`config.mk`:
```
export PLATFORM = sky130hd
export DESIGN_NAME = vga_timing_gen
export DESIGN_NICKNAME = d
export VERILOG_FILES = /design/src/rtl/vga_timing_gen.sv
export SDC_FILE = /design/constraint.sdc
export NUM_CORES = 1
export LEC_CHECK = 0
export ABC_AREA = 1
export BUFFER_PORTS_ARGS = -buffer_cell sky130_fd_sc_hd__buf_2
export CORE_AREA = 2 2 73 75
export CTS_CLUSTER_SIZE = 16
export DETAILED_ROUTE_END_ITERATION = 16
export DIE_AREA = 0 0 75 77
export GPL_ROUTABILITY_DRIVEN = 1
export PLACE_DENSITY = 0.82
export SLEW_MARGIN = 10
export SYNTH_ARGS = -nofsm -noshare
export SYNTH_HDL_FRONTEND = slang
export SYNTH_SLANG_ARGS = --single-unit
```
`constraint.sdc`:
```
create_clock -name clk -period 2 [get_ports clk]
set_input_delay 0.4 -clock clk [delete_from_list [all_inputs] [get_ports clk]]
set_output_delay 0.4 -clock clk [all_outputs]
set_load 0.005 [all_outputs]
```
`src/rtl/vga_timing_gen.sv`:
```
// vga_timing_gen
// Parametrised VGA raster timing generator. The raster position advances on
// system-clock cycles where `en` (pixel tick) is high; all outputs are
// registered decodes of the position held before that tick.
//
// Optional feature: define VGA_TIMING_FRAMECNT_EN to add the 16-bit
// `frame_cnt` output (first frame after reset reads 0).
//
// Ports:
//   clk          system clock, rising edge
//   rst          synchronous active-high reset
//   en           pixel tick enable
//   hsync/vsync  sync outputs, level during sync = HSYNC_POL / VSYNC_POL
//   de           display enable (h and v both in Display)
//   x, y         active-area coordinates, 0 outside Display
//   h_state      horizontal phase (0 Sync, 1 BackPorch, 2 Display, 3 FrontPorch)
//   v_state      vertical phase, same encoding
//   line_start   one-clk strobe on the first tick of each line
//   frame_start  one-clk strobe on the first tick of each frame
//   frame_cnt    frame counter (VGA_TIMING_FRAMECNT_EN only)
//
// Phase | meaning
// 0     | Sync
// 1     | BackPorch
// 2     | Display
// 3     | FrontPorch
module vga_timing_gen #(
    parameter int H_ACTIVE  = 640,
    parameter int H_FP      = 16,
    parameter int H_SYNC    = 96,
    parameter int H_BP      = 48,
    parameter int V_ACTIVE  = 480,
    parameter int V_FP      = 10,
    parameter int V_SYNC    = 2,
    parameter int V_BP      = 33,
    parameter bit HSYNC_POL = 1'b0,
    parameter bit VSYNC_POL = 1'b0,
    localparam int XW = (H_ACTIVE > 1) ? $clog2(H_ACTIVE) : 1,
    localparam int YW = (V_ACTIVE > 1) ? $clog2(V_ACTIVE) : 1
) (
    input  logic          clk,
    input  logic          rst,
    input  logic          en,
    output logic          hsync,
    output logic          vsync,
    output logic          de,
    output logic [XW-1:0] x,
    output logic [YW-1:0] y,
    output logic [1:0]    h_state,
    output logic [1:0]    v_state,
    output logic          line_start,
    output logic          frame_start
`ifdef VGA_TIMING_FRAMECNT_EN
    ,
    output logic [15:0]   frame_cnt
`endif
);

    localparam logic [1:0] PH_SYNC = 2'd0;
    localparam logic [1:0] PH_BP   = 2'd1;
    localparam logic [1:0] PH_DISP = 2'd2;
    localparam logic [1:0] PH_FP   = 2'd3;

    // Counters sized for the longest segment; +1 keeps width >= 1 when all
    // segments are a single tick.
    localparam int H_M0  = (H_SYNC > H_BP) ? H_SYNC : H_BP;
    localparam int H_M1  = (H_ACTIVE > H_FP) ? H_ACTIVE : H_FP;
    localparam int H_MAX = (H_M0 > H_M1) ? H_M0 : H_M1;
    localparam int V_M0  = (V_SYNC > V_BP) ? V_SYNC : V_BP;
    localparam int V_M1  = (V_ACTIVE > V_FP) ? V_ACTIVE : V_FP;
    localparam int V_MAX = (V_M0 > V_M1) ? V_M0 : V_M1;
    localparam int HCW   = $clog2(H_MAX + 1);
    localparam int VCW   = $clog2(V_MAX + 1);

    logic [1:0]     h_ph, v_ph;
    logic [HCW-1:0] hc;
    logic [VCW-1:0] vc;
    logic           h_last, v_last;
    logic           at_line_start, at_frame_start;

    always_comb begin
        h_last = 1'b0;
        case (h_ph)
            PH_SYNC: h_last = (hc == HCW'(H_SYNC - 1));
            PH_BP:   h_last = (hc == HCW'(H_BP - 1));
            PH_DISP: h_last = (hc == HCW'(H_ACTIVE - 1));
            default: h_last = (hc == HCW'(H_FP - 1));
        endcase
    end

    always_comb begin
        v_last = 1'b0;
        case (v_ph)
            PH_SYNC: v_last = (vc == VCW'(V_SYNC - 1));
            PH_BP:   v_last = (vc == VCW'(V_BP - 1));
            PH_DISP: v_last = (vc == VCW'(V_ACTIVE - 1));
            default: v_last = (vc == VCW'(V_FP - 1));
        endcase
    end

    assign at_line_start  = (h_ph == PH_SYNC) && (hc == '0);
    assign at_frame_start = at_line_start && (v_ph == PH_SYNC) && (vc == '0);

`ifdef VGA_TIMING_FRAMECNT_EN
    logic first_frame;

    // The first frame after reset is frame 0, so its start does not count.
    always_ff @(posedge clk) begin
        if (rst) begin
            first_frame <= 1'b1;
            frame_cnt   <= 16'd0;
        end else if (en && at_frame_start) begin
            if (first_frame) begin
                first_frame <= 1'b0;
            end else begin
                frame_cnt <= frame_cnt + 16'd1;
            end
        end
    end
`endif

    always_ff @(posedge clk) begin
        if (rst) begin
            h_ph        <= PH_SYNC;
            v_ph        <= PH_SYNC;
            hc          <= '0;
            vc          <= '0;
            hsync       <= HSYNC_POL;
            vsync       <= VSYNC_POL;
            de          <= 1'b0;
            x           <= '0;
            y           <= '0;
            h_state     <= PH_SYNC;
            v_state     <= PH_SYNC;
            line_start  <= 1'b0;
            frame_start <= 1'b0;
        end else begin
            line_start  <= 1'b0;
            frame_start <= 1'b0;
            if (en) begin
                hsync       <= (h_ph == PH_SYNC) ? HSYNC_POL : ~HSYNC_POL;
                vsync       <= (v_ph == PH_SYNC) ? VSYNC_POL : ~VSYNC_POL;
                de          <= (h_ph == PH_DISP) && (v_ph == PH_DISP);
                x           <= (h_ph == PH_DISP) ? hc[XW-1:0] : '0;
                y           <= (v_ph == PH_DISP) ? vc[YW-1:0] : '0;
                h_state     <= h_ph;
                v_state     <= v_ph;
                line_start  <= at_line_start;
                frame_start <= at_frame_start;

                if (h_last) begin
                    hc   <= '0;
                    h_ph <= h_ph + 2'd1;
                    // Vertical position steps only on the last tick of a line.
                    if (h_ph == PH_FP) begin
                        if (v_last) begin
                            vc   <= '0;
                            v_ph <= v_ph + 2'd1;
                        end else begin
                            vc <= vc + 1'b1;
                        end
                    end
                end else begin
                    hc <= hc + 1'b1;
                end
            end
        end
    end

endmodule

```
# [Yosys cells after proc, flatten, opt, wreduce, memory -nomap -nowiden]
# Index checks and enable logic that the tools add are counted.
[totals] out_inout_bits=28 elab_cells=51 reg_bits=51 in_bits=3
[classes] n_mux=8 n_reduce_logical=12 bitwise_logic=1 eq_ne=13 add_sub_neg=4
[op_table] cell="10-bit 2-to-1 mux" count=2
[op_table] cell="9-bit 2-to-1 mux" count=2
[op_table] cell="10-bit by 1-bit adder with 10-bit output, second input constant" count=1
[op_table] cell="10-bit equality test, second input constant" count=1
[op_table] cell="10-bit by 4-bit equality test with 1-bit output, second input constant" count=1
[op_table] cell="10-bit by 6-bit equality test with 1-bit output, second input constant" count=1
[op_table] cell="10-bit by 7-bit equality test with 1-bit output, second input constant" count=1
[op_table] cell="10-bit zero test" count=1
[op_table] cell="9-bit by 1-bit adder with 9-bit output, second input constant" count=1
[op_table] cell="9-bit by 1-bit equality test with 1-bit output, second input constant" count=1
[op_table] cell="9-bit by 4-bit equality test with 1-bit output, second input constant" count=1
[op_table] cell="9-bit by 6-bit equality test with 1-bit output, second input constant" count=1
[op_table] cell="9-bit equality test, second input constant" count=1
[op_table] cell="9-bit zero test" count=1
[op_table] cell="2-bit equality test, second input constant" count=3
[op_table] cell="1-bit one-hot mux with 3 select lines" count=2
[op_table] cell="2-bit by 1-bit adder with 2-bit output, second input constant" count=2
[op_table] cell="2-bit by 1-bit equality test with 1-bit output, second input constant" count=2
[op_table] cell="1-bit logical AND" count=4
[op_table] cell="2-bit zero test" count=2
[op_table] cell="4-bit AND reduction" count=1
[op_table] cell="3-bit AND reduction" count=1
[op_table] cell="1-bit 2-to-1 mux" count=2
[op_table] cell="2-bit AND reduction" count=1
[op_table] cell="2 further kinds" count=2

# [Logic depth before layout (Yosys ltp)]
# Gate-level depths: netlist of run 1.
[depth] word_depth=4 mapped_depth=13

# [Worst setup path after synthesis of run 1]
# Ideal clock, no wire load.
[synth_path] path_kind="reg2reg" start="register h_ph[0]" end="register vc[0]" path_stages_with_launch=12 required_time_ps=1885 slack_ps=112 arrival_ps=1773 setup_ps=115 cell_sequence="dfxtp_1 > inv_1 > ha_1 > ha_1 > inv_1 > nand3_1 > nor2_2 > nand3_4 > nor2_4 > buf_6 > nor2_1 > o21a_1"
[synth_between] elab_chain_cells=3
[synth_rtl] element="start, declared" line_no="75" source="logic [1:0] h_ph, v_ph;"
[synth_rtl] element="start signal, assigned" line_no="153" source="h_ph <= h_ph + 2'd1;"
[synth_rtl] element="2-bit equality test, or another cell as far along" line_no="83" source="case (h_ph)"
[synth_rtl] element="1-bit one-hot mux with 3 select lines" line_no="83"
[synth_rtl] element="3-bit AND reduction (no line) (*)"
[synth_rtl] element="end signal, assigned" line_no="160" source="vc <= vc + 1'b1;"
[synth_rtl] element="end, declared" line_no="77" source="logic [VCW-1:0] vc;"
# Every way passes the cells marked *; elsewhere a longest branch is shown, timed or not.
# A chain may end at the register's enable or synchronous reset.

# [Final worst setup path of run 1]
[layout_path] start="register h_ph[0]" end="register vc[6]"
# The elaborated chain is that of the path after synthesis.

==> flow_summary.ini, run 1 <==
[routing]
via_per_inst = 5.24
vias = 2373
postRouteAntennaNets = 0
dr.pass1.iters = 4
drtIter0Drc = 211
drc = 0
wl_mm = 5.88
wl_per_cell_um = 13.0

[placement]
io_buffers = 30
gp_congestion = 0.907
place_hpwl_mm = 4.08

[sta]
period_minus_slack_ns = 1.91
tns_ns = 0
slew_viol_final = 0
timing.final.crit_share_pct = 95.6
hold_viol = 0
clock_skew_ns = 0.00380
tightest_slew_ns = 0.375
setup_viol = 0
max_freq_ghz = 0.523
slew_headroom_pct = 74.8

[critical_path]
start_kind = flip-flop
crit_buf_inv = 4
cp_cell_sequence = inv_2 -> ha_4 -> ha_4 -> inv_2 -> nand3_1 -> nor2_2 -> buf_4 -> nand4_1 -> buf_4 -> o21bai_1 -> nand2_1 -> nor2_2
crit_start = h_ph[0]$_SDFFE_PP0P_
r2r_setup_slack_ns = 0.09
endpoint = vc[6]$_SDFFE_PP0P_
ff2ff_path_depth = 12
cp_top_family = simple AND/OR/NAND/NOR gates
path_max_fanout = 3
cp.depth = 12
path_class = flip-flop to flip-flop
crit_path_end_kind = flip-flop
cp.arrival_ns = 2.17
cpPeakStageDelay_ns = 0.36
r2r-start = h_ph[0]$_SDFFE_PP0P_
required_ns = 2.25
crit_slowest_cell = dfxtp_2
regToRegEndpoint = vc[6]$_SDFFE_PP0P_

[floorplanning]
num_rows = 26
die-width_um = 75
ios = 31
die_area_um2 = 5780
core-area_um2 = 4980
die_h_um = 77
initial_core_util_pct = 49.8

[yosys]
ys.flop_type = dfxtp_1
syn_inst = 343
synth.avg_cell_area_um2 = 7.23
syn_area_um2 = 2480
synth-edff-count = 0
ys_types = 32
yosys-top-cells-count = nand2_1, dfxtp_1, nor2_1
yosys-top-cells-area = dfxtp_1, nand2_1, nor2_1
netlist.top_cell.by_area = dfxtp_1
ys_warn_count = 0
syn-num-nets = 359
ys_seq_area_share_pct = 41.2
synth_most_common_cell = nand2_1
async_flop_share_pct = 0
ys_seq_elements = 51
synth_top_area_share_pct = 41.2

[global_routing]
grt_first_pass_wirelength_mm = 9.80
grt.overflow.total = 0
grt_max_degree = 25
antenna_found_initial = 0
grt_pass1_vias = 2304
grtUsageTotal_pct = 21.2

[clock_network]
clk_latency_ns = 0.31
clkTransAtPathRegs_ns = 0.10
numCtsBuffers = 5
cts_sinks = 51
hold_buffers = 0
cts_tree = yes
ctsRootBufferMaster = clkbuf_8
h-tree-depth = 2
clock_path_buffers = 2

[pwr]
power.density_nw_per_um2 = 610
p_leak_nw = 1.24
peakVddDrop_mv = 0.363

[cells_and_area]
fin_nets = 398
drive_above_1_share_pct = 19.1
area_delta_synth_final_pct = 17.9
seq_area_um2 = 1020
num_antenna_cells = 0
multiInputGateArea_um2 = 1320
fillers = 467
final_util_pct = 58.7

[hold_path]
worstHoldStart = en
min_path_type = primary input to flip-flop

[outcome]
status = finished clean

[run]
cap_viol_max_count = 0
[cell families after synthesis]
| logic type | Yosys count | share of synthesized area, % |
|---|---|---|
| adder cells (fa/ha/maj) | 13 | 6.56 |
| buffers and inverters | 46 | 7.57 |
| AO/OA/AOI/OAI | 58 | 12.2 |
| XOR/XNOR | 6 | 2.12 |
| flip-flops | 51 | 41.2 |
| AND/OR/NAND/NOR | 169 | 30.3 |
[placed cells by master, fill, tap and decap left out, types with 2 or more instances in the layout]
cell type / n
a211oi_1: 2
a21oi_1: 34
a31oi_1: 2
buf_2: 30
buf_4: 16
clkbuf_8: 6
clkinv_1: 2
dfxtp_1: 50
ha_1: 10
ha_4: 3
inv_1: 25
inv_2: 4
nand2_1: 65
nand2_2: 4
nand3_1: 23
nand4_1: 8
nor2_1: 48
nor2_2: 3
nor2_4: 2
nor3_1: 9
nor3b_1: 2
nor4_1: 2
o21ai_0: 18
xor2_1: 5
[power breakdown]
group	switching, mW	internal (mW)
sequential	0.0115	1.03
clock	0.358	0.283
combinational	0.0620	0.0334
[metrics by stage]
stage	cell area (µm²)	total power [mW]	hold slack [ns]	worst slack, ns	cells
floorplan	2480	1.12	0.461	0.112	343
global placement	2720	1.16	0.451	0.0468	438
detailed placement	2720	1.16	0.452	-0.0562	438
CTS	2840	1.79	0.450	0.00803	449
global route	2920	1.85	0.473	-0.0205	453
finish	2920	1.78	0.450	0.0871	453
[layer usage]
metal | track usage (%) | part of all wire, % | vias up
met5 | 0 | 0 | -
met4 | 6.43 | 1.8 | 0
met3 | 4.47 | 5.4 | 13
met2 | 37.8 | 51 | 68
met1 | 24.7 | 41 | 1091
li1 | - | - | 1201
[timing repair]
item                       CTS  global route
buffers inserted             3             4
gates resized for setup      1            10
pin swaps                    2             4
setup endpoints to repair    5             9
[cell type report]
cell class	count	area share, %
Timing Repair Buffer	47	9.64
Inverter	31	3.98
Clock inverter	2	0.557
Tap cell	70	3.00
Clock buffer	6	2.83
Multi-Input combinational cell	246	45.0
Sequential cell	51	35.0
[worst register-to-register path, cell delays in order (launching register included)]
cell      delay, ns
dfxtp_2        0.36
inv_2          0.05
ha_4           0.16
ha_4           0.21
inv_2          0.05
nand3_1        0.08
nor2_2         0.21
buf_4          0.14
nand4_1        0.12
buf_4          0.17
o21bai_1       0.11
nand2_1        0.08
nor2_2         0.12
[worst min path at each step]
stage                     depth (start not counted)                 endpoint  slack, ns
after floorplan                                   2        x[7]$_SDFFE_PP0P_       0.46
after global placement                            2        y[8]$_SDFFE_PP0P_       0.45
after detailed placement                          2          de$_SDFFE_PP0P_       0.45
after CTS                                         2       vsync$_SDFFE_PP0P_       0.45
after global routing                              2  v_state[1]$_SDFFE_PP0P_       0.47
final                                             2       vsync$_SDFFE_PP0P_       0.45
[registers in the layout, indices dropped and copies added (netlist names), 2 cells and up]
signal,flops
h_ph,2
h_state,2
v_ph,2
y,9
v_state,2
x,10
hc,10
vc,9
Power figures use the tool's default switching activity.
==> run 2, diff against run 1 <==
==> constraint.sdc (replaced) <==
create_clock -name clk -period 2 [get_ports clk]
set_input_delay 0.2 -clock clk [delete_from_list [all_inputs] [get_ports clk]]
set_output_delay 0.2 -clock clk [all_outputs]
set_load 0.005 [all_outputs]
==> flow_summary.ini, run 2 (synthesis gave the netlist of run 1 again) <==
[sta]
clock_skew_ns = 0.0102
slew_headroom_pct = 70.7
slew_viol_final = 0
period_minus_slack_ns = 1.92
tightest_slew_ns = 0.439
timing.final.crit_share_pct = 96.0
setup_ws_ns = 0.0807
max_freq_ghz = 0.521
hold_viol = 0
setup_viol = 0
tns_ns = 0

[outcome]
status = finished clean

[floorplanning]
ios = 31
core-area_um2 = 4980
die_h_um = 77
num_rows = 26
initial_core_util_pct = 49.8
die_area_um2 = 5780
die-width_um = 75

[global_routing]
antenna_found_initial = 0
grt_first_pass_wirelength_mm = 9.74
grtUsageTotal_pct = 21.5
grt_pass1_vias = 2207
grt_max_degree = 25
grt.overflow.total = 0

[pwr]
p_int_mw = 1.44
p_comb_share_pct = 5.1
seqPwrFrac_pct = 55.2
power.density_nw_per_um2 = 648
p_sw_share_pct = 23.8
peakVddDrop_mv = 0.444
p_leak_nw = 1.25
switching_power_uw = 450
power_frac_clock_pct = 39.8

[cells_and_area]
fin_cells = 453
area_delta_synth_final_pct = 17.9
layout_common_cells = nand2_1, nor2_1, dfxtp_1
final_area_um2 = 2920
fin_nets = 398
num_antenna_cells = 0
largestRegisters = hc: 10 flops, x: 10 flops
layout_commonest_cell = nand2_1
final_util_pct = 58.7
drive_above_1_share_pct = 18.5

[placement]
place_hpwl_mm = 4.01
place_ws_ns = -0.0582
io_buffers = 30
placedInstanceArea_um2 = 2710
gp_congestion = 0.905
numPlacedInstances = 437

[critical_path]
crit_path_end_kind = flip-flop
cp_cell_sequence = inv_1 -> ha_2 -> ha_1 -> inv_2 -> nand3_2 -> nor2_4 -> nand3_4 -> nor2_4 -> buf_4 -> nor2_1 -> o21a_1
cpPeakStageDelay_ns = 0.34
crit_top_cell = nor2_4
start_kind = flip-flop
required_ns = 2.22
crit_slowest_cell = dfxtp_2
path_max_fanout = 7
path_class = flip-flop to flip-flop
cp.arrival_ns = 2.14

[run]
cap_viol_max_count = 0

[clock_network]
clock_path_buffers = 2
cts_tree = yes
cts_sinks = 51
hold_buffers = 0
ctsRootBufferMaster = clkbuf_8
clkTransAtPathRegs_ns = 0.10
h-tree-depth = 2
clk_latency_ns = 0.31
numCtsBuffers = 5

[routing]
wl_mm = 5.87
postRouteAntennaNets = 0
via_per_inst = 5.16
wl_per_cell_um = 13.0
drc = 0
dr.pass1.iters = 4
drtIter0Drc = 157
vias = 2338

[hold_path]
min_path_type = primary input to flip-flop
==> run 2: stage by stage <==
| step | power, mW | hold WS (ns) |
|---|---|---|
| floorplan | 1.12 | 0.367 |
| detailed placement | 1.16 | 0.455 |
| global route | 1.96 | 0.279 |
| finish | 1.89 | 0.274 |
| CTS | 1.91 | 0.256 |
| global placement | 1.16 | 0.451 |
==> run 2: what timing repair did <==
| action | in CTS | in global routing |
|---|---|---|
| gates resized for setup | 1 | 8 |
| endpoints found under the setup margin | 5 | 11 |
| pin swaps | 2 | 4 |
| buffers inserted | 3 | 5 |
==> run 2: critical path: cells and delay by family (launching register included) <==
kind                     cells  cell delay [ns]
AO/OA/AOI/OAI                1             0.18
AND/OR/NAND/NOR              5             0.57
flip-flops                   1             0.34
buffers and inverters        3             0.27
adder cells (fa/ha/maj)      2             0.46
==> run 2: path summary, 6_finish.rpt <==
check / startpoint / end / slack (ns) / depth (start not counted)
max: h_ph[0]$_SDFFE_PP0P_ / vc[0]$_SDFFE_PP0P_ / 0.08 / 11
min: en / h_state[1]$_SDFFE_PP0P_ / 0.27 / 2
max reg2reg: h_ph[0]$_SDFFE_PP0P_ / vc[0]$_SDFFE_PP0P_ / 0.08 / 11
min reg2reg: y[8]$_SDFFE_PP0P_ / y[8]$_SDFFE_PP0P_ / 0.47 / 2
==> run 2: cell type report <==
type                    count  area, µm²
clock buffers               5       68.8
inverters                  31        116
fillers                   467       2060
repair buffers             47        282
multi-input cells         246       1300
well taps                  70       87.6
flip-flops and latches     51       1020
clock inverters             3       46.3
==> run 2: power by group through the flow <==
stage               clock network (mW)  registers (mW)  logic, mW
floorplan                            0            1.07     0.0564
global placement                     0            1.07     0.0920
detailed placement                   0            1.07     0.0943
CTS                              0.767            1.04     0.0949
global route                     0.806            1.05      0.106
finish                           0.752            1.04     0.0959
==> run 2: metal layers <==
metal  vias up  track usage, %  part of all wire (%)
met2        64            36.7                    51
met5         -               0                     0
li1       1201               -                     -
met3        14            4.99                   4.9
met4         0            7.50                   2.2
met1      1059            25.7                    42
